===== src/rtl/ntt_agu_k2.sv =====
// Butterfly address generator for the k2 order-translate stage: walks stages 0..last_stage, one index pair per cycle.
// Latency: first pair is registered on the start edge; one pair per unstalled cycle, then one flush cycle.
// Backpressure: stall holds the j/stage counters and blanks the next output cycle. Optional macro AGU_DIF_EN selects DIF stride order.
module ntt_agu_k2 #(
  parameter int D_WIDTH = 32,
  parameter int LOG_N   = 16,
  parameter int STAGE_W = 5
) (
  input  logic               clk,
  input  logic               rst,
  input  logic               start,
  input  logic [STAGE_W-1:0] last_stage,
  input  logic               stall,
  output logic [D_WIDTH-1:0] Order_0,
  output logic [D_WIDTH-1:0] Order_1,
  output logic               r_enable_k2,
  output logic               AGU_done_k2,
  output logic [D_WIDTH-1:0] l,
  output logic               busy
);

  typedef enum logic [1:0] {
    IDLE  = 2'd0,
    RUN   = 2'd1,
    FLUSH = 2'd2
  } state_t;

  localparam int JW = LOG_N - 1;
  localparam logic [JW-1:0]      J_LAST    = '1;
  localparam logic [STAGE_W-1:0] STAGE_MAX = STAGE_W'(LOG_N - 1);

  state_t             state;
  state_t             state_nxt;
  logic [JW-1:0]      j;
  logic [STAGE_W-1:0] stage;
  logic [STAGE_W-1:0] last_q;
  logic [STAGE_W-1:0] last_in;
  logic [STAGE_W-1:0] last_eff;
  logic               gen;
  logic               final_pair;
  logic [STAGE_W-1:0] p;
  logic [LOG_N-1:0]   jx;
  logic [LOG_N-1:0]   low_mask;
  logic [LOG_N-1:0]   idx0;
  logic [LOG_N-1:0]   idx1;

  // Out-of-range stage requests are clamped to the last real stage.
  assign last_in = (last_stage > STAGE_MAX) ? STAGE_MAX : last_stage;

  // The start edge issues pair 0 itself, so it must judge "final" against the live input.
  assign last_eff = (state == IDLE) ? last_in : last_q;

  // A pair is produced on the start edge and on every unstalled RUN edge.
  assign gen = !stall && ((state == IDLE && start) || state == RUN);

  assign final_pair = gen && (j == J_LAST) && (stage == last_eff);

  // State register.
  always_ff @(posedge clk or posedge rst) begin
    if (rst) state <= IDLE;
    else     state <= state_nxt;
  end

  // Next-state logic; start outside IDLE is ignored.
  always_comb begin
    state_nxt = state;
    case (state)
      IDLE:    if (start) state_nxt = final_pair ? FLUSH : RUN;
      RUN:     if (final_pair) state_nxt = FLUSH;
      FLUSH:   state_nxt = IDLE;
      default: state_nxt = IDLE;
    endcase
  end

  // FSM outputs: busy spans RUN and the flush cycle that shows the final pair.
  always_comb begin
    busy = (state != IDLE);
  end

  // Latch the clamped stage limit only when a transform is actually accepted.
  always_ff @(posedge clk or posedge rst) begin
    if (rst)                        last_q <= '0;
    else if (state == IDLE && start) last_q <= last_in;
  end

  // Butterfly/stage counters; the final pair rewinds both so IDLE always starts at (0,0).
  always_ff @(posedge clk or posedge rst) begin
    if (rst) begin
      j     <= '0;
      stage <= '0;
    end else if (gen) begin
      if (j == J_LAST) begin
        j     <= '0;
        stage <= final_pair ? '0 : stage + STAGE_W'(1);
      end else begin
        j <= j + JW'(1);
      end
    end
  end

  // Index math: open a zero gap at bit p of j to get the lower index, set it for the upper.
  always_comb begin
`ifdef AGU_DIF_EN
    p = STAGE_MAX - stage;
`else
    p = stage;
`endif
    jx       = {1'b0, j};
    low_mask = (LOG_N'(1) << p) - LOG_N'(1);
    idx0     = (((jx >> p) << p) << 1) | (jx & low_mask);
    idx1     = idx0 | (LOG_N'(1) << p);
  end

  // Output register: carries a pair when one was generated, otherwise all zeros.
  always_ff @(posedge clk or posedge rst) begin
    if (rst) begin
      Order_0     <= '0;
      Order_1     <= '0;
      l           <= '0;
      r_enable_k2 <= 1'b0;
      AGU_done_k2 <= 1'b0;
    end else if (gen) begin
      Order_0     <= D_WIDTH'(idx0);
      Order_1     <= D_WIDTH'(idx1);
      l           <= D_WIDTH'(stage);
      r_enable_k2 <= 1'b1;
      AGU_done_k2 <= final_pair;
    end else begin
      Order_0     <= '0;
      Order_1     <= '0;
      l           <= '0;
      r_enable_k2 <= 1'b0;
      AGU_done_k2 <= 1'b0;
    end
  end

endmodule

===== config.mk =====
export PLATFORM = sky130hd
export DESIGN_NAME = ntt_agu_k2
export DESIGN_NICKNAME = d
export VERILOG_FILES = /design/src/rtl/ntt_agu_k2.sv
export SDC_FILE = /design/constraint.sdc
export NUM_CORES = 1
export LEC_CHECK = 0
export ABC_AREA = 1
export CAP_MARGIN = 40
export CORE_AREA = 2 2 147 77
export DETAILED_ROUTE_END_ITERATION = 16
export DIE_AREA = 0 0 149 79
export GPL_TIMING_DRIVEN = 0
export PLACE_DENSITY = 0.88
export SYNTH_ARGS = -nofsm -noshare
export SYNTH_HDL_FRONTEND = slang
export SYNTH_SLANG_ARGS = --single-unit

===== constraint.sdc =====
create_clock -name clk -period 2.6 [get_ports clk]
set_clock_uncertainty 0.05 [all_clocks]
set_input_delay 0.65 -clock clk [delete_from_list [all_inputs] [get_ports clk]]
set_output_delay 0.65 -clock clk [all_outputs]
set_load 0.05 [all_outputs]

==> flow_summary_export.csv <==
group,metric,value,unit
grt,grt_pass1_wl,24.8,mm
timing,period_needed,2.60,ns
timing,rsz0062_at_grt,"true",
power,power_frac_seq,34.4,%
placement,io_buffers,48,
power,switchingPower,1.45,mW
placement,place.gp.congestion,1.01,
final_layout,syn2layout_area_growth,32.7,%
detailed_routing,routed_via_density,5.25,
synth,syn_avg_cell_area,6.86,um2
clock_tree,clock_sinks,66,
die,die_w,149,um
synth,synthTopCellsByArea,"dfrtp_1 (34%), nand2_1 (14%), nand3_1 (11%)",
timing,fin_crit_sh,100,%
power,power_leakage,3.33,nW
die,io_pins,108,
critical_path,cp_num_buf_inv,5,
clock_tree,clockBufferDepth,2,
die,coreArea,10600,um2
timing,fmax,384,MHz
grt,grt_remaining_overflow,0,
synth,synth.yosys.seq_area_share,34.0,%
die,die_h,79,um
critical_path,critPathKind,"reg -> reg",
synth,synth-seq-cells,66,
critical_path,critPathMostFrequentCell,"nor2_4",
final_layout,layout-drive-gt1-share,19.5,%
synth,synthCells,709,
power,peakVddDrop,0.549,mV
critical_path,crit_arrival,2.76,ns
critical_path,critPathCaptureType,"register",
critical_path,max_stage_delay,0.39,ns
status,status,"complete, but fails checks",
final_layout,final_util,60.8,%
critical_path,critPathLaunchType,"register",
critical_path,worstPathMaxFanout,7,
final_layout,final_common_cell,"nand2_1",
timing,hold_slack,0.454,ns
power,clock_power_share,34.1,%
critical_path,worstPathRequired,2.76,ns
critical_path,crit_family,"simple AND/OR/NAND/NOR gates",
final_layout,diodes,0,
critical_path,slowest_stage,"dfrtp_1",
detailed_routing,first_iter_violations,699,
clock_tree,numCtsBuffers,9,
detailed_routing,first_pass_iters,5,
final_layout,mostFrequentLayoutCells,"nand2_1 (178), nand3_1 (103), buf_4 (84), dfrtp_1 (65), conb_1 (59)",
detailed_routing,wl_per_cell,16.3,um
final_layout,nets,864,
clock_tree,clkTransAtPathRegs,0.06,ns
power,power,3.75,mW
critical_path,ff2ff_setup_slack,-0.001,ns
timing,tightest_slew,0.634,ns
clock_tree,clock_latency,0.34,ns
grt,grt_max_degree,40,
critical_path,crit_path_cell_trace,"inv_2 -> buf_8 -> buf_12 -> ha_4 -> nand2_4 -> nor2_4 -> inv_2 -> ha_4 -> inv_4 -> nor2_4 -> nand2_4 -> nor2_4 -> nand2_2 -> nor2_4 -> nand2_1 -> nand2_1 -> nor2_2 -> nor2_2 -> nand2_1 -> nor2_1 -> nor2_1",
timing,slew_headroom,57.4,%
timing,setup_slack,-0.000978,ns
die,die_area,11800,um2
placement,dp_cells,961,
detailed_routing,drc,0,
grt,antenna_found_initial,1,
grt,grt_pass1_vias,4542,
status,failed_checks,"negative setup slack",
power,p_per_area,582,nW/um2
power,swShare,38.6,%
power,internal-power,2.31,mW
final_layout,fin_cells,997,
detailed_routing,wl,16.2,mm
synth,netlist_area,4860,um2
final_layout,n_fill_cell,979,
detailed_routing,ant_nets,0,
job,maxCapViolCount,0,
synth,yosys_warnings,0,
min_path,hold_class,"reg -> reg",
timing,setup_violations,1,
timing,slew_violations,0,
power,share_comb_of_total_power,31.5,%
clock_tree,cts_root_buffer,"clkbuf_16",
timing,hold_viol,0,
clock_tree,cts_tree,"done",
clock_tree,cts_hold_buf,0,
synth,yosys.area.top_type,"dfrtp_1",
die,initial_core_util,45.8,%
detailed_routing,num_vias,5230,
placement,dpl.hpwl,12.2,mm
grt,track_usage,27.7,%
die,row_count,27,
clock_tree,htreeDepth,3,
synth,netlist.area_leader.share,34.0,%
synth,ys_types,40,
==> stage by stage <==
step,setup WS [ns],area (um2),TNS (ns)
after floorplan,0.0166,5110,0
after global placement,-0.839,5780,-62.46
after detailed placement,-0.508,5800,-7.74
after CTS,-0.0419,6220,-0.0419
after global routing,-0.0841,6450,-0.100
final,-0.000978,6450,-0.000978
==> logic make-up after synthesis <==
family	after synthesis	share of synthesized area (%)
XOR/XNOR	9	1.62
AND/OR/NAND/NOR	408	38.0
adder cells (fa/ha/maj)	8	2.06
AO/OA/AOI/OAI	65	7.15
buffers and inverters	152	17.1
flip-flops	66	34.0
other	1	0.0771
==> area by class of cell <==
type                            count  area, um2  area share [%]
Multi-Input combinational cell    549       2740            42.5
Sequential cell                    66       1650            25.6
Timing Repair Buffer               71        664            10.3
Buffer                             90        664            10.3
Clock buffer                       11        253            3.92
Inverter                           60        231            3.59
Tap cell                          145        181            2.81
Clock inverter                      5       61.3           0.950
==> Yosys cell counts (all sizes together) <==
cell type / number
buf: 83
xor2: 8
and2: 3
o21ai: 30
clkbuf: 9
ha: 8
a211oi: 1
nand2: 186
o311ai: 1
dfrtp: 66
inv: 60
nor3: 20
a21oi: 24
and3: 1
o31ai: 2
nand4: 16
o22ai: 3
nor3b: 1
a31oi: 3
nor2: 68
or2: 2
o32ai: 1
nand3b: 3
nand3: 105
xnor2: 1
nor4: 3
conb: 1
==> worst reg2reg max path, stage by stage (launching register included) <==
cell	delay, ns
dfrtp_1	0.39
inv_2	0.08
buf_8	0.13
buf_12	0.14
ha_4	0.19
nand2_4	0.06
nor2_4	0.04
inv_2	0.08
ha_4	0.15
inv_4	0.04
nor2_4	0.13
nand2_4	0.08
nor2_4	0.10
nand2_2	0.08
nor2_4	0.10
nand2_1	0.07
nand2_1	0.11
nor2_2	0.07
nor2_2	0.13
nand2_1	0.06
nor2_1	0.13
nor2_1	0.06
==> per-layer routing <==
metal	vias up	track usage [%]	part of all wire (%)
li1	2478	-	-
met1	2395	41.1	45
met2	338	36.0	39
met3	19	13.2	15
met4	0	4.95	0.95
met5	-	0	0
==> state kept, by name (all words and copies together) (netlist names) <==
signal,cells
j,15
last_q,5
state,2
l,5
Order_0,16
p,5
Order_1,16
r_enable_k2,1
AGU_done_k2,1
==> worst paths after layout <==
path / cells past startpoint / startpoint / endpoint
setup / recovery: 21 / p[1] / Order_1[14]
hold / removal: 2 / last_q[4] / last_q[4]
setup reg to reg: 21 / p[1] / Order_1[14]
hold reg to reg: 2 / last_q[4] / last_q[4]
max in group asynchronous: 3 / rst / p[0]
min in group asynchronous: 2 / rst / Order_0[4]
==> repair_timing <==
action / CTS / global route
resized for setup: 23 / 35
setup buffers: 7 / 15
endpoints found under the setup margin: 30 / 25
pin swaps: 4 / 14
==> power groups by stage <==
stage               clock (mW)  sequential (mW)  combinational, mW
finish                    1.28             1.29               1.18
global placement             0             1.29               1.13
floorplan                    0             1.49              0.623
global route              1.33             1.30               1.27
detailed placement           0             1.29               1.15
CTS                       1.29             1.28               1.16
Note: power is estimated with default switching activity, not from simulation.
